<file path="config.mk">
export PLATFORM = sky130hd
export DESIGN_NAME = spi_reg_bridge_flat
export DESIGN_NICKNAME = d
export VERILOG_FILES = /design/src/rtl/spi_reg_pkg.sv /design/src/rtl/spi_reg_bridge_if.sv /design/src/rtl/rf_rd_pipe.sv /design/src/rtl/spi_reg_bridge.sv /design/src/flat_wrapper.sv
export SDC_FILE = /design/constraint.sdc
export NUM_CORES = 1
export LEC_CHECK = 0
export BUFFER_PORTS_ARGS = -buffer_cell sky130_fd_sc_hd__buf_4
export CELL_PAD_IN_SITES_DETAIL_PLACEMENT = 0
export CELL_PAD_IN_SITES_GLOBAL_PLACEMENT = 1
export CORE_MARGIN = 4
export CORE_UTILIZATION = 32
export DETAILED_ROUTE_END_ITERATION = 12
export PLACE_DENSITY = 0.76
export SETUP_SLACK_MARGIN = 0.05
export SKIP_CTS_REPAIR_TIMING = 1
export SYNTH_ARGS = -nofsm -noshare
export SYNTH_HDL_FRONTEND = slang
export SYNTH_HIERARCHICAL = 1
export SYNTH_SLANG_ARGS = --single-unit
</file>
<file path="constraint.sdc">
create_clock -name i_clk -period 1.4 [get_ports i_clk]
set_clock_uncertainty 0.15 [all_clocks]
set_input_delay 0.35 -clock i_clk [delete_from_list [all_inputs] [get_ports i_clk]]
set_output_delay 0.35 -clock i_clk [all_outputs]
set_load 0.01 [all_outputs]
</file>
<file path="src/rtl/spi_reg_pkg.sv">
// -----------------------------------------------------------------------------
// spi_reg_pkg
// Shared types and default parameters for the SPI-to-register-file bridge.
//   state_e : bridge FSM states
//   src_e   : which requester owns the access currently in flight
//   *_DEF   : default widths, read latency, address limit and lock-key address
// -----------------------------------------------------------------------------
package spi_reg_pkg;

  localparam int REG_AW_DEF    = 7;
  localparam int REG_DW_DEF    = 8;
  localparam int REG_CRC_W_DEF = 8;
  localparam int RD_LAT_DEF    = 1;

  localparam logic [REG_AW_DEF-1:0] ADDR_MAX_DEF      = 7'h3F;
  localparam logic [REG_AW_DEF-1:0] LOCK_KEY_ADDR_DEF = 7'h3F;

  typedef enum logic [2:0] {
    IDLE,
    WR,
    RD,
    RWAIT,
    ACK,
    COOL
  } state_e;

  typedef enum logic {
    SRC_SPI,
    SRC_INT
  } src_e;

endpackage

</file>
<file path="src/rtl/spi_reg_bridge_if.sv">
// -----------------------------------------------------------------------------
// spi_reg_bridge_if
// Request/ack bundle between the SPI slave and the register bridge.
//   spi_reg_wr_req / spi_reg_rd_req : level requests from the SPI slave
//   spi_reg_addr / _wdata / _wcrc   : access address, write data, write CRC
//   reg_spi_wack / reg_spi_rack     : single-cycle acks from the bridge
//   reg_spi_data / reg_spi_addr     : response data/address, valid with the ack
// Modports: master = SPI slave side, slave = bridge side.
// -----------------------------------------------------------------------------
interface spi_reg_bridge_if
  import spi_reg_pkg::*;
#(
  parameter int REG_AW    = REG_AW_DEF,
  parameter int REG_DW    = REG_DW_DEF,
  parameter int REG_CRC_W = REG_CRC_W_DEF
);

  logic                 spi_reg_wr_req;
  logic                 spi_reg_rd_req;
  logic [REG_AW-1:0]    spi_reg_addr;
  logic [REG_DW-1:0]    spi_reg_wdata;
  logic [REG_CRC_W-1:0] spi_reg_wcrc;
  logic                 reg_spi_wack;
  logic                 reg_spi_rack;
  logic [REG_DW-1:0]    reg_spi_data;
  logic [REG_AW-1:0]    reg_spi_addr;

  modport master (
    output spi_reg_wr_req, spi_reg_rd_req, spi_reg_addr, spi_reg_wdata, spi_reg_wcrc,
    input  reg_spi_wack, reg_spi_rack, reg_spi_data, reg_spi_addr
  );

  modport slave (
    input  spi_reg_wr_req, spi_reg_rd_req, spi_reg_addr, spi_reg_wdata, spi_reg_wcrc,
    output reg_spi_wack, reg_spi_rack, reg_spi_data, reg_spi_addr
  );

endinterface

</file>
<file path="src/rtl/rf_rd_pipe.sv">
// -----------------------------------------------------------------------------
// rf_rd_pipe
// LAT-deep valid shift line for a register-file read: a token entering on
// i_valid in the strobe cycle leaves on o_valid exactly LAT cycles later,
// which is the cycle in which the register file's read data is valid.
//   i_clk, i_rst_n : clock, asynchronous active-low reset
//   i_valid        : read issued this cycle
//   o_valid        : read data valid this cycle
// -----------------------------------------------------------------------------
module rf_rd_pipe #(
  parameter int LAT = 1
) (
  input  logic i_clk,
  input  logic i_rst_n,
  input  logic i_valid,
  output logic o_valid
);

  logic [LAT-1:0] sr;

  generate
    if (LAT == 1) begin : g_one
      always_ff @(posedge i_clk or negedge i_rst_n) begin
        if (!i_rst_n) sr <= '0;
        else          sr <= i_valid;
      end
    end else begin : g_many
      // NOTE: this shift line is control state, not storage, so it is reset;
      // a token left over from a read cut off by reset must not fire later.
      always_ff @(posedge i_clk or negedge i_rst_n) begin
        if (!i_rst_n) sr <= '0;
        else          sr <= {sr[LAT-2:0], i_valid};
      end
    end
  endgenerate

  assign o_valid = sr[LAT-1];

endmodule

</file>
<file path="src/rtl/spi_reg_bridge.sv">
// -----------------------------------------------------------------------------
// spi_reg_bridge
// Bridges level-held SPI slave requests and an internal write requester onto a
// single register-file port, one access at a time, with range and write-lock
// enforcement. Acks are single-cycle pulses; response address/data hold until
// the next SPI ack.
//   i_clk, i_rst_n          : core clock, asynchronous active-low reset
//   spi (slave modport)     : SPI requests in, acks/response out
//   i_int_wr_req/addr/wdata : internal write request (level until o_int_wack)
//   o_int_wack              : internal write ack pulse
//   i_wr_lock               : blocks SPI writes except to LOCK_KEY_ADDR
//   o_rf_wen / o_rf_ren     : register-file write/read strobes (1 cycle)
//   o_rf_addr/wdata/wcrc    : register-file address, write data, write CRC
//   i_rf_rdata              : read data, valid RD_LAT cycles after o_rf_ren
//   o_acc_err               : pulse with the ack of an illegal/blocked access
// Access timeline (T0 = IDLE cycle that samples the request):
//   write: wen at T1, ack at T2;  read: ren at T1, ack at T2+RD_LAT.
// -----------------------------------------------------------------------------
module spi_reg_bridge
  import spi_reg_pkg::*;
#(
  parameter int                REG_AW        = REG_AW_DEF,
  parameter int                REG_DW        = REG_DW_DEF,
  parameter int                REG_CRC_W     = REG_CRC_W_DEF,
  parameter int                RD_LAT        = RD_LAT_DEF,
  parameter logic [REG_AW-1:0] ADDR_MAX      = ADDR_MAX_DEF,
  parameter logic [REG_AW-1:0] LOCK_KEY_ADDR = LOCK_KEY_ADDR_DEF
) (
  input  logic                 i_clk,
  input  logic                 i_rst_n,

  spi_reg_bridge_if.slave      spi,

  input  logic                 i_int_wr_req,
  input  logic [REG_AW-1:0]    i_int_addr,
  input  logic [REG_DW-1:0]    i_int_wdata,
  output logic                 o_int_wack,

  input  logic                 i_wr_lock,

  output logic                 o_rf_wen,
  output logic                 o_rf_ren,
  output logic [REG_AW-1:0]    o_rf_addr,
  output logic [REG_DW-1:0]    o_rf_wdata,
  output logic [REG_CRC_W-1:0] o_rf_wcrc,
  input  logic [REG_DW-1:0]    i_rf_rdata,

  output logic                 o_acc_err
);

  state_e            state;
  src_e              src;
  logic              err_q;     // error verdict taken at T0, reported with the ack
  logic              rd_ok_q;   // read was legal, so read data is real
  logic              wack_q;
  logic              rack_q;
  logic [REG_DW-1:0] rsp_data_q;
  logic [REG_AW-1:0] rsp_addr_q;
  logic              rd_hit;

  logic spi_addr_ok;
  logic spi_wr_ok;

  assign spi_addr_ok = (spi.spi_reg_addr <= ADDR_MAX);
  assign spi_wr_ok   = spi_addr_ok &&
                       (!i_wr_lock || (spi.spi_reg_addr == LOCK_KEY_ADDR));

  // A token enters in the RD cycle whether or not the strobe was issued, so an
  // illegal read still waits the full latency and acks on the normal cycle.
  rf_rd_pipe #(
    .LAT (RD_LAT)
  ) u_rd_pipe (
    .i_clk   (i_clk),
    .i_rst_n (i_rst_n),
    .i_valid (state == RD),
    .o_valid (rd_hit)
  );

  // NOTE: all FSM state and registered outputs use non-blocking assignments so
  // every branch sees the pre-edge values regardless of statement order.
  always_ff @(posedge i_clk or negedge i_rst_n) begin
    if (!i_rst_n) begin
      state      <= IDLE;
      src        <= SRC_SPI;
      err_q      <= 1'b0;
      rd_ok_q    <= 1'b0;
      wack_q     <= 1'b0;
      rack_q     <= 1'b0;
      rsp_data_q <= '0;
      rsp_addr_q <= '0;
      o_int_wack <= 1'b0;
      o_rf_wen   <= 1'b0;
      o_rf_ren   <= 1'b0;
      o_rf_addr  <= '0;
      o_rf_wdata <= '0;
      o_rf_wcrc  <= '0;
      o_acc_err  <= 1'b0;
    end else begin
      // Strobes and acks are single-cycle pulses unless re-asserted below.
      o_rf_wen   <= 1'b0;
      o_rf_ren   <= 1'b0;
      wack_q     <= 1'b0;
      rack_q     <= 1'b0;
      o_int_wack <= 1'b0;
      o_acc_err  <= 1'b0;

      unique case (state)
        IDLE: begin
          if (spi.spi_reg_wr_req) begin
            // A simultaneous read is dropped and flagged; the slave re-issues.
            src        <= SRC_SPI;
            o_rf_addr  <= spi.spi_reg_addr;
            o_rf_wdata <= spi.spi_reg_wdata;
            o_rf_wcrc  <= spi.spi_reg_wcrc;
            o_rf_wen   <= spi_wr_ok;
            err_q      <= !spi_wr_ok || spi.spi_reg_rd_req;
            state      <= WR;
          end else if (spi.spi_reg_rd_req) begin
            src        <= SRC_SPI;
            o_rf_addr  <= spi.spi_reg_addr;
            o_rf_ren   <= spi_addr_ok;
            rd_ok_q    <= spi_addr_ok;
            err_q      <= !spi_addr_ok;
            state      <= RD;
          end else if (i_int_wr_req) begin
            // Internal writes bypass range and lock checks and carry no CRC.
            src        <= SRC_INT;
            o_rf_addr  <= i_int_addr;
            o_rf_wdata <= i_int_wdata;
            o_rf_wcrc  <= '0;
            o_rf_wen   <= 1'b1;
            err_q      <= 1'b0;
            state      <= WR;
          end
        end

        WR: begin
          if (src == SRC_SPI) begin
            wack_q     <= 1'b1;
            rsp_addr_q <= o_rf_addr;
            rsp_data_q <= o_rf_wdata;
            o_acc_err  <= err_q;
          end else begin
            o_int_wack <= 1'b1;
          end
          state <= ACK;
        end

        RD: state <= RWAIT;

        RWAIT: begin
          if (rd_hit) begin
            rack_q     <= 1'b1;
            rsp_addr_q <= o_rf_addr;
            rsp_data_q <= rd_ok_q ? i_rf_rdata : '0;
            o_acc_err  <= err_q;
            state      <= ACK;
          end
        end

        // SPI accesses take an extra cycle so the slave's one-cycle-late
        // request deassert is not mistaken for a new request.
        ACK: state <= (src == SRC_SPI) ? COOL : IDLE;

        COOL: state <= IDLE;

        default: state <= IDLE;
      endcase
    end
  end

  assign spi.reg_spi_wack = wack_q;
  assign spi.reg_spi_rack = rack_q;
  assign spi.reg_spi_data = rsp_data_q;
  assign spi.reg_spi_addr = rsp_addr_q;

endmodule

</file>
<file path="src/flat_wrapper.sv">
// flat-port wrapper written by rule: the top's interface ports become plain ports
module spi_reg_bridge_flat import spi_reg_pkg::*;
#(
  parameter int                REG_AW        = REG_AW_DEF,
  parameter int                REG_DW        = REG_DW_DEF,
  parameter int                REG_CRC_W     = REG_CRC_W_DEF,
  parameter int                RD_LAT        = RD_LAT_DEF,
  parameter logic [REG_AW-1:0] ADDR_MAX      = ADDR_MAX_DEF,
  parameter logic [REG_AW-1:0] LOCK_KEY_ADDR = LOCK_KEY_ADDR_DEF
)
  (i_clk, i_rst_n, i_int_wr_req, i_int_addr, i_int_wdata, o_int_wack, i_wr_lock, o_rf_wen, o_rf_ren, o_rf_addr, o_rf_wdata, o_rf_wcrc, i_rf_rdata, o_acc_err, spi_spi_reg_wr_req, spi_spi_reg_rd_req, spi_spi_reg_addr, spi_spi_reg_wdata, spi_spi_reg_wcrc, spi_reg_spi_wack, spi_reg_spi_rack, spi_reg_spi_data, spi_reg_spi_addr);
  spi_reg_bridge_if #(.REG_AW(REG_AW), .REG_DW(REG_DW), .REG_CRC_W(REG_CRC_W)) spi_i ();
  input  logic i_clk;
  input  logic i_rst_n;
  input  logic i_int_wr_req;
  input  logic [REG_AW-1:0] i_int_addr;
  input  logic [REG_DW-1:0] i_int_wdata;
  output logic o_int_wack;
  input  logic i_wr_lock;
  output logic o_rf_wen;
  output logic o_rf_ren;
  output logic [REG_AW-1:0] o_rf_addr;
  output logic [REG_DW-1:0] o_rf_wdata;
  output logic [REG_CRC_W-1:0] o_rf_wcrc;
  input  logic [REG_DW-1:0] i_rf_rdata;
  output logic o_acc_err;
  input wire logic [$bits(spi_i.spi_reg_wr_req)-1:0] spi_spi_reg_wr_req;
  input wire logic [$bits(spi_i.spi_reg_rd_req)-1:0] spi_spi_reg_rd_req;
  input wire logic [$bits(spi_i.spi_reg_addr)-1:0] spi_spi_reg_addr;
  input wire logic [$bits(spi_i.spi_reg_wdata)-1:0] spi_spi_reg_wdata;
  input wire logic [$bits(spi_i.spi_reg_wcrc)-1:0] spi_spi_reg_wcrc;
  output wire logic [$bits(spi_i.reg_spi_wack)-1:0] spi_reg_spi_wack;
  output wire logic [$bits(spi_i.reg_spi_rack)-1:0] spi_reg_spi_rack;
  output wire logic [$bits(spi_i.reg_spi_data)-1:0] spi_reg_spi_data;
  output wire logic [$bits(spi_i.reg_spi_addr)-1:0] spi_reg_spi_addr;
  assign spi_i.spi_reg_wr_req = spi_spi_reg_wr_req;
  assign spi_i.spi_reg_rd_req = spi_spi_reg_rd_req;
  assign spi_i.spi_reg_addr = spi_spi_reg_addr;
  assign spi_i.spi_reg_wdata = spi_spi_reg_wdata;
  assign spi_i.spi_reg_wcrc = spi_spi_reg_wcrc;
  assign spi_reg_spi_wack = spi_i.reg_spi_wack;
  assign spi_reg_spi_rack = spi_i.reg_spi_rack;
  assign spi_reg_spi_data = spi_i.reg_spi_data;
  assign spi_reg_spi_addr = spi_i.reg_spi_addr;
  spi_reg_bridge #(.REG_AW(REG_AW), .REG_DW(REG_DW), .REG_CRC_W(REG_CRC_W), .RD_LAT(RD_LAT), .ADDR_MAX(ADDR_MAX), .LOCK_KEY_ADDR(LOCK_KEY_ADDR)) u_core (.i_clk(i_clk), .i_rst_n(i_rst_n), .spi(spi_i), .i_int_wr_req(i_int_wr_req), .i_int_addr(i_int_addr), .i_int_wdata(i_int_wdata), .o_int_wack(o_int_wack), .i_wr_lock(i_wr_lock), .o_rf_wen(o_rf_wen), .o_rf_ren(o_rf_ren), .o_rf_addr(o_rf_addr), .o_rf_wdata(o_rf_wdata), .o_rf_wcrc(o_rf_wcrc), .i_rf_rdata(i_rf_rdata), .o_acc_err(o_acc_err));
endmodule
</file>
==> results of run 1 <==
==> stage by stage <==
| step | setup slack [ps] | utilization, % | setup TNS (ps) | hold WS [ps] |
|---|---|---|---|---|
| finish | -185 | 57.5 | -5940 | 121 |
| global route | -255 | 57.5 | -8950 | 109 |
| CTS | -197 | 49.9 | -6270 | -240 |
| detailed placement | -234 | 48.4 | -6720 | 93.6 |
| global placement | -172 | 48.4 | -5270 | 93.1 |
| floorplan | -140 | - | -3710 | -95.6 |
==> state kept, by name, indices dropped and copies added, names as in the netlist <==
name and count:
u_core/err_q 1, u_core/rd_ok_q 1, u_core/spi.reg_spi_rack 1, u_core/o_rf_wen 1, u_core/spi.reg_spi_data 8, u_core/o_rf_wcrc 8
u_core/u_rd_pipe/o_valid 1, u_core/o_int_wack 1, u_core/spi.reg_spi_wack 1, u_core/spi.reg_spi_addr 7, u_core/o_acc_err 1, u_core/src 1
u_core/o_rf_addr 7, u_core/state 3, u_core/o_rf_wdata 8, u_core/o_rf_ren 1
==> per-layer routing <==
layer	share of wire, %	vias up	global-route usage (%)
met2	45	82	23.3
met4	0.74	0	3.30
met1	46	965	18.0
met5	0	-	0
li1	-	979	-
met3	8.2	6	4.79
==> synthesized netlist by cell type, drive strengths merged (2+ instances only) <==
cell type,instances
nand2,27
mux2,15
a22o,8
buf,11
inv,3
o21ai,22
nor2b,3
nor3b,2
mux2i,15
nand2b,2
nor2,14
dfrtp,51
nor4b,3
a21oi,10
==> how the worst max path moves through the flow <==
stage / start / endpoint / slack, ps / cells past startpoint
floorplan: u_core/state[0] / u_core/o_rf_wcrc[4] / -140 / 5
global placement: i_int_wr_req / u_core/o_rf_wdata[1] / -170 / 4
detailed placement: i_int_wr_req / u_core/o_rf_wdata[2] / -230 / 4
CTS: u_core/state[1] / u_core/o_rf_wcrc[2] / -200 / 4
global route: u_core/state[1] / u_core/o_rf_addr[5] / -250 / 7
finish: u_core/state[1] / u_core/o_rf_addr[5] / -180 / 7
==> area by class of cell <==
| type | instances | area [µm²] | area share [%] |
|---|---|---|---|
| tap | 96 | 120 | 3.04 |
| inverter | 3 | 11.3 | 0.285 |
| clock buffer | 8 | 100 | 2.54 |
| timing repair buffer | 151 | 1370 | 34.7 |
| multi-input combinational | 132 | 1070 | 27.1 |
| sequential | 51 | 1280 | 32.4 |
==> power by group <==
| part | switching [W] | total (W) | internal (W) |
|---|---|---|---|
| Sequential | 0.00000954 | 0.00149 | 0.00148 |
| Combinational | 0.000119 | 0.000296 | 0.000177 |
| Clock | 0.000457 | 0.000908 | 0.000452 |
==> cell usage in the layout, fill, tap and decap left out, types with 4 or more instances in the layout <==
| cell type | instances |
|---|---|
| a21oi_2 | 7 |
| dfrtp_1 | 50 |
| nand2_1 | 26 |
| o21ai_1 | 4 |
| buf_12 | 5 |
| mux2_4 | 15 |
| buf_4 | 103 |
| nor2_2 | 4 |
| nor2_1 | 5 |
| buf_6 | 41 |
| clkbuf_8 | 7 |
| mux2i_1 | 15 |
| o21ai_0 | 16 |
| nor2_4 | 5 |
| a22o_1 | 8 |
==> cell families after synthesis <==
kind of cell    Yosys count  synth area share (%)
flops                    51                  55.7
buf+inv                  14                  4.26
compound gates           46                  12.9
mux                      30                  13.9
simple gates             55                  13.2
==> worst reg2reg max path: cells and delay by family (launching register included) <==
| family | cells | cell delay, ps |
|---|---|---|
| AO/OA/AOI/OAI | 2 | 300 |
| buffers and inverters | 3 | 430 |
| flip-flops | 1 | 440 |
| AND/OR/NAND/NOR | 2 | 210 |
==> metrics, run 1 <==
critical path, cell by cell=buf_6 > nor3_4 > buf_6 > o31a_4 > buf_12 > nor2_4 > a21oi_2; Iter 0 DRT Violations=49; global-route wire length before repair=about 9.6 mm; vias in the first global route=between 1500 and 2000; H-tree levels=2; Synth top area share=55.7%; Final #Nets=396; Via density=4.61; Slew HR=65.6%; status=complete, but fails checks; Mapped Nets=248; row cnt=30; n_diodes=0; Die Area=8580 µm²; area leader, netlist=dfrtp_1; Post-synth top flop=dfrtp_1; Slew Limit Fails=0; WP data arrival=between 1500 and 2000 ps; Least-Margin Pin Slew=515 ps; Setup WS post-layout=-185 ps; Residual DRC=0; number of synthesized flops with an enable pin=0; CP required=1480 ps; Fill cells=610; Max Fanout on Critical Path=6; I/O Pins=96; Die H=92.6 µm; post-route cell area=3950 µm²; Clock Tree Buf Depth=2; Yosys Warn Count=6; Mapped Cells=about 200; TritonRoute pass-1 iters=4; LEAKAGE=a little under 2 nW; placed cells=402; Mapped Avg Cell Area=11.7 µm²; Synth cell types=32; Routed WL=about 6.7 mm; max incr delay on CP=440 ps; Clk Latency, worst-skew pair=290 ps; Hold Crit Start=spi_spi_reg_wcrc[1]; MaxCap Viol Count=0; violated checks=setup timing; top cells by area, synth=dfrtp_1 56%, mux2_2 7.4%, mux2i_1 6.6%; Chip Width=92.6 µm; I/O Buffers=95; R2R setup slack=-180 ps; Antenna Nets Post-Route=0; Cell Pwr Density=683 nW/µm²; unrepaired setup endpoints after global routing=true; Mapped Area=2290 µm²; worst path bufs/invs=3; CP endpoint kind=register; CP dominant cell by count=buf_6; largest net degree at the start of global routing=35; clock slew at reported path FFs=90 ps; Setup violations, final=43; post-synthesis sequential area ratio=55.7%; Clock Tree Root=clkbuf_8; WL/cell=15.1 µm; Min-Delay Endpoint=u_core/o_rf_wcrc[1]; asr flop ratio synth=between 90% and 100%; core area=6870 µm²; WS Path Type=register to register; FF-to-FF End=u_core/o_rf_addr[5]; Worst Setup Start Kind=register; aggregate global routing overflow=0; P&R area growth vs syn=72.3%; starting density of the core=33.4%; FF+latch count, synth=51; clk sinks=51; Highest Clock Rate=631 MHz; via count=2032; CTS tree=yes; Num CTS Buffers=5; clock period minus worst slack=1580 ps; period utilization=113%; CP max-delay cell=dfrtp_1; DP HPWL=4.54 mm; Final Power=~0.0027 W; Worst Hold Class=input port to register; FF-to-FF path depth=7; Placer Congestion=0.773; final hold vios=0; gr usage total=between 10% and 20%; share of post-route cells with drive strength above 1=a little under three fifths; hold path depth=2; initial antenna violation count=0; reg2reg start=u_core/state[1]; top cell family by delay on the critical path=flip-flops; Placement Cell Area=3330 µm²; peak supply drop=0.372 mV; Layout Cells excl Fill=441
(Power assumes the default switching activity.)
==> run 2: changes to the inputs <==
--- a/config.mk
+++ b/config.mk
@@ -9,9 +9,9 @@
 export CELL_PAD_IN_SITES_DETAIL_PLACEMENT = 0
 export CELL_PAD_IN_SITES_GLOBAL_PLACEMENT = 1
 export CORE_MARGIN = 4
-export CORE_UTILIZATION = 32
+export CORE_UTILIZATION = 28
 export DETAILED_ROUTE_END_ITERATION = 12
-export PLACE_DENSITY = 0.76
+export PLACE_DENSITY = 0.68
 export SETUP_SLACK_MARGIN = 0.05
 export SKIP_CTS_REPAIR_TIMING = 1
 export SYNTH_ARGS = -nofsm -noshare
==> run 2 against run 1 <==
Net effect:
- the run still ends with setup timing left
- critical path type unchanged
- non-clock buffer count decreased by 11
- sequential power about the same
- die area increased by 13%
- power decreased by 4.9%
- worst setup slack got worse by 9.0 ps
- core utilization decreased by 9.3 points
- combinational power decreased by 5%
- register-to-register slack about the same
- critical path depth unchanged
- largest power group unchanged
- critical endpoint is now u_core/o_rf_addr[2]
- cell count decreased by 1.6%
- sequential cell count unchanged
==> metrics, run 2 (same netlist as run 1, synthesis figures left out) <==
Via density=4.59 (-0.39%); Switch Pwr=0.000580 W (-0.98%); Final #Nets=385 (-2.8%); aggregate global routing overflow=0 (unchanged); top cell family by delay on the critical path=flip-flops; peak supply drop=0.469 mV (+26%); clk sinks=51 (unchanged); CP dominant cell by count=buf_6; core area=7850 µm² (+14%); WP data arrival=1670 ps (about the same); worst path bufs/invs=3 (unchanged); post-route cell area=3780 µm² (-4.3%); Worst Setup Start Kind=register; critical path, cell by cell=buf_6 > nor3_4 > buf_6 > o31a_4 > buf_12 > nor2_2 > a21oi_2; Clock Tree Root=clkbuf_8; Iter 0 DRT Violations=55 (+12%); Routed WL=6.43 mm (-3.6%); starting density of the core=29.2% (-4.2 points); final hold vios=0 (unchanged); max incr delay on CP=460 ps (+20 ps); cell-internal power=0.00199 W (-6.0%); Die Area=9690 µm² (+13%); via count=1992 (-2.0%); Worst Hold Class=input port to register; MaxCap Viol Count=0 (unchanged); status=complete, but fails checks; unrepaired setup endpoints after global routing=true; Gate power share=11.0% (about the same); clock slew at reported path FFs=90 ps (about the same); global-route wire length before repair=10.0 mm (+4.3%); Residual DRC=0 (unchanged); Least-Margin Pin Slew=532 ps (+17.7 ps); H-tree levels=2 (unchanged); row cnt=32 (+6.7%); most frequent cells in the layout=94 x buf_4, 49 x dfrtp_1, 41 x buf_6; commonest non-fill, non-tap cell in the layout=buf_4; pre-CTS setup slack=-240 ps (-5.83 ps); n_diodes=0 (unchanged); Clk Latency, worst-skew pair=290 ps (about the same); initial antenna violation count=0 (unchanged); Setup WS post-layout=-194 ps (-8.96 ps); I/O Pins=96 (unchanged); Num CTS Buffers=5 (unchanged); vias in the first global route=1973 (-1.3%); Cell Pwr Density=679 nW/µm² (-0.65%); Seq pwr share=58.2% (+2.9 points); Chip Width=98.5 µm (+6.3%); Highest Clock Rate=627 MHz (-0.56%); clock period minus worst slack=1590 ps (+8.96 ps); Slew Limit Fails=0 (unchanged); largest net degree at the start of global routing=52 (+49%); Die H=98.5 µm (+6.3%); Max Fanout on Critical Path=7 (+1); gr usage total=12.6% (-1.6 points); Clock power frac=30.8% (-2.9 points); period utilization=114% (+0.64 points); WS Path Type=register to register; Slew HR=64.5% (-1.1 points); Placer Congestion=0.739 (-4.3%); share of post-route cells with drive strength above 1=56.3% (-1.1 points); P&R area growth vs syn=64.9%; WL/cell=14.8 µm (-2.0%); violated checks=setup timing; I/O Buffers=95 (unchanged); Setup violations, final=41 (-4.7%); Placement Cell Area=3340 µm² (+0.53%); CTS tree=yes; DP HPWL=4.62 mm (+1.9%); CP endpoint kind=register; CP max-delay cell=dfrtp_2; Clock Tree Buf Depth=2 (unchanged); CP required=1470 ps (about the same); LEAKAGE=1.85 nW (-5.0%); switching part of the total=22.6% (+0.89 points); Antenna Nets Post-Route=0 (unchanged); TritonRoute pass-1 iters=6 (+2)
==> run 2: changes by cell type in the layout (fill, tap and decap cells not counted), moves of 2 or more <==
cell,change
mux2_2,+13
buf_4,-9
mux2_4,-13
clkbuf_8,-2
==> run 2: worst reg2reg max path: stages (launching register included) <==
cell     delay, ps
dfrtp_2        460
buf_6          140
nor3_4         150
buf_6          150
o31a_4         200
buf_12         140
nor2_2          40
a21oi_2        100
==> run 2: path summary, 6_finish.rpt <==
check                                    start                    endpoint  slack, ps  depth (start not counted)
setup / recovery               u_core/state[1]         u_core/o_rf_addr[2]       -190                          7
hold / removal             spi_spi_reg_wcrc[2]         u_core/o_rf_wcrc[2]        120                          2
setup reg to reg               u_core/state[1]         u_core/o_rf_addr[2]       -190                          7
hold reg to reg                   u_core/err_q                u_core/err_q        380                          1
max in group asynchronous              i_rst_n             u_core/state[0]        440                          3
min in group asynchronous              i_rst_n  u_core/spi.reg_spi_data[4]        420                          3
==> run 2: cell type report <==
class | count | area [µm²]
multi-input cells | 132 | 1030
fillers | 760 | 4070
well taps | 102 | 128
flip-flops and latches | 51 | 1280
repair buffers | 140 | 1260
clock buffers | 6 | 72.6
inverters | 3 | 11.3
==> run 2: layer usage <==
layer | GRT usage [%] | share of wire [%]
met4 | 2.21 | 0.26
met1 | 17.5 | 46
met5 | 0 | 0
met3 | 4.39 | 8.8
met2 | 19.3 | 45
==> run 2: per-stage QoR <==
step / power (W) / utilization [%] / cells / hold WS (ps) / TNS, ps
after floorplan: 0.00159 / - / 196 / -95.6 / -3710
after global placement: 0.00179 / 42.6 / 411 / 198 / -5310
after detailed placement: 0.00179 / 42.6 / 411 / 200 / -6370
after CTS: 0.00258 / 43.5 / 417 / -121 / -6030
after global routing: 0.00269 / 48.2 / 434 / 105 / -8170
final: 0.00257 / 48.2 / 434 / 119 / -5750
==> run 2: power groups by stage <==
stage / Sequential, W / Clock [W] / Combinational [W]
2_1_floorplan: 0.00152 / 0 / 0.0000633
3_3_place_gp: 0.00152 / 0 / 0.000267
3_5_place_dp: 0.00152 / 0 / 0.000270
4_1_cts: 0.00149 / 0.000815 / 0.000270
5_1_grt: 0.00149 / 0.000883 / 0.000309
6_report: 0.00149 / 0.000791 / 0.000282
==> run 3: changes to the inputs <==
--- a/config.mk
+++ b/config.mk
@@ -5,13 +5,13 @@
 export SDC_FILE = /design/constraint.sdc
 export NUM_CORES = 1
 export LEC_CHECK = 0
-export BUFFER_PORTS_ARGS = -buffer_cell sky130_fd_sc_hd__buf_4
 export CELL_PAD_IN_SITES_DETAIL_PLACEMENT = 0
 export CELL_PAD_IN_SITES_GLOBAL_PLACEMENT = 1
 export CORE_MARGIN = 4
 export CORE_UTILIZATION = 28
 export DETAILED_ROUTE_END_ITERATION = 12
-export PLACE_DENSITY = 0.68
+export DONT_BUFFER_PORTS = 1
+export PLACE_DENSITY = 0.54
 export SETUP_SLACK_MARGIN = 0.05
 export SKIP_CTS_REPAIR_TIMING = 1
 export SYNTH_ARGS = -nofsm -noshare
==> run 3 against run 2 <==
Net effect:
- clock power up 7.7%
- cell count down 26%
- worst hold slack worse by 540 ps
- sequential power about the same
- largest cell class unchanged
- the run ends with hold timing, setup timing left
- wire length down 7.4%
- combinational power down 68%
- die area unchanged
- design area down 26%
- first-iteration DRC count down 25%
==> metrics, run 3 (same netlist as run 1, synthesis figures left out) <==
status=complete, but fails checks; violated checks=hold timing, setup timing; Worst Hold Class=input port to asynchronous set/reset pin; commonest non-fill, non-tap cell in the layout=dfrtp_1; Slew HR=68.4% (+3.9 points); CP max-delay cell=dfrtp_2; Die H=98.5 µm (unchanged); Die Area=9690 µm² (unchanged); WL/cell=18.5 µm (+25%); Cell Pwr Density=871 nW/µm² (+28%); worst path bufs/invs=2 (-1); max incr delay on CP=450 ps (about the same); pre-CTS setup slack=-195 ps (+45.1 ps); WS Path Type=register to register; most frequent cells in the layout=49 x dfrtp_1, 27 x nand2_1, 15 x mux2i_1; clock period minus worst slack=1600 ps (+8.01 ps); I/O Pins=96 (unchanged); reg2reg start=u_core/state[1]; critical path, cell by cell=buf_6 > nor3_4 > buf_6 > o21ai_4 > a22o_1; share of post-route cells with drive strength above 1=32.9% (-23 points); Clock Tree Buf Depth=2 (unchanged); I/O Buffers=0 (-100%); TritonRoute pass-1 iters=4 (-2); via count=1603 (-20%); global-route wire length before repair=8.81 mm (-12%); H-tree levels=2 (unchanged); n_diodes=0 (unchanged); gr usage total=11.6% (-0.95 points); Highest Clock Rate=624 MHz (-0.50%); Worst Setup Start Kind=register; Layout Cells excl Fill=321 (-26%); Chip Width=98.5 µm (unchanged); WP data arrival=1650 ps (-20 ps); CP endpoint kind=register; aggregate global routing overflow=0 (unchanged); DP HPWL=3.99 mm (-14%); CP dominant cell by count=buf_6; clock slew at reported path FFs=100 ps (about the same); MaxCap Viol Count=0 (unchanged); CP required=1450 ps (-20 ps); Least-Margin Pin Slew=471 ps (-61.2 ps); R2R setup slack=-200 ps (about the same); Clock Tree Root=clkbuf_8; Final #Nets=270 (-30%); Setup violations, final=42 (+2.4%); Slew Limit Fails=0 (unchanged); Residual DRC=0 (unchanged); Via density=4.99 (+8.8%); final hold vios=51 (+51); Placement Cell Area=2540 µm² (-24%); largest net degree at the start of global routing=52 (unchanged); unrepaired setup endpoints after global routing=true; peak supply drop=0.483 mV (+3.0%); FF-to-FF path depth=5 (-2); FF-to-FF End=u_core/o_rf_wcrc[6]; CTS tree=yes; Setup WS post-layout=-202 ps (-8.01 ps); Num CTS Buffers=5 (unchanged); worst hold slack=-426 ps (-544 ps); initial antenna violation count=0 (unchanged); top cell family by delay on the critical path=flip-flops; row cnt=32 (unchanged); placed cells=304 (-26%); Iter 0 DRT Violations=41 (-25%); post-route cell area=2800 µm² (-26%); starting density of the core=29.2% (unchanged); Clk Latency, worst-skew pair=310 ps (+20 ps); period utilization=114% (+0.57 points); Antenna Nets Post-Route=0 (unchanged); core area=7850 µm² (unchanged); LEAKAGE=1.24 nW (-33%); P&R area growth vs syn=22.3%; clk sinks=51 (unchanged); Placer Congestion=0.757 (+2.4%); Max Fanout on Critical Path=7 (unchanged); Routed WL=5.95 mm (-7.4%); vias in the first global route=1612 (-18%)
==> run 3: cell count changes in the layout (fill, tap and decap cells not counted), moves of 2 or more <==
cell	delta
o21ai_0	-3
nor4b_2	+2
clkinv_2	+3
o21ai_1	+3
nor2_4	+3
buf_4	-82
buf_6	-38
dlygate4sd3_1	+3
nor2_2	-3
==> run 3: worst max-delay path by stage <==
stage               startpoint                  end  slack (ps)  depth (start not counted)
6_report       u_core/state[1]  u_core/o_rf_wcrc[6]        -200                          5
5_1_grt        u_core/state[1]  u_core/o_rf_wcrc[6]        -260                          5
4_1_cts        u_core/state[1]  u_core/o_rf_wcrc[2]        -210                          4
3_5_place_dp   u_core/state[1]  u_core/o_rf_wcrc[7]        -190                          4
3_3_place_gp   u_core/state[1]  u_core/o_rf_wcrc[7]        -150                          4
2_1_floorplan  u_core/state[0]  u_core/o_rf_wcrc[4]        -140                          5
==> run 3: power breakdown <==
group	switching, W	leakage, nW	internal [W]
clock	0.000508	0.0477	0.000344
combinational	0.0000373	0.499	0.0000517
sequential	0.0000144	0.693	0.00148
total	0.000560	1.24	0.00188
==> run 3: worst reg2reg max path: cells and delay by family, from the launching register on <==
kind,cells,cell delay (ps)
flip-flops,1,450
AO/OA/AOI/OAI,2,370
buffers and inverters,2,310
AND/OR/NAND/NOR,1,220
==> run 3: cell type report <==
cell class / count / area [µm²]
Fill cell: 822 / 5050
Sequential cell: 51 / 1280
Multi-Input combinational cell: 134 / 1060
Timing Repair Buffer: 23 / 244
Tap cell: 102 / 128
Clock buffer: 5 / 68.8
Clock inverter: 3 / 15.0
Inverter: 3 / 11.3
==> run 3: through the flow <==
step	util (%)	total power, W	setup TNS, ps	hold WS [ps]
6_report	35.7	0.00244	-5530	-426
5_1_grt	35.7	0.00255	-8220	-451
4_1_cts	33.4	0.00245	-6060	-435
3_5_place_dp	32.4	0.00160	-5350	-94.0
3_3_place_gp	32.4	0.00160	-4060	-93.8
2_1_floorplan	-	0.00159	-3710	-95.6
==> run 3: layer usage <==
layer	global-route usage [%]	share of wire [%]	up-vias
met5	0	0	-
met4	2.84	0.74	0
met3	6.16	12	4
met2	17.7	41	85
met1	14.7	46	781
li1	-	-	733
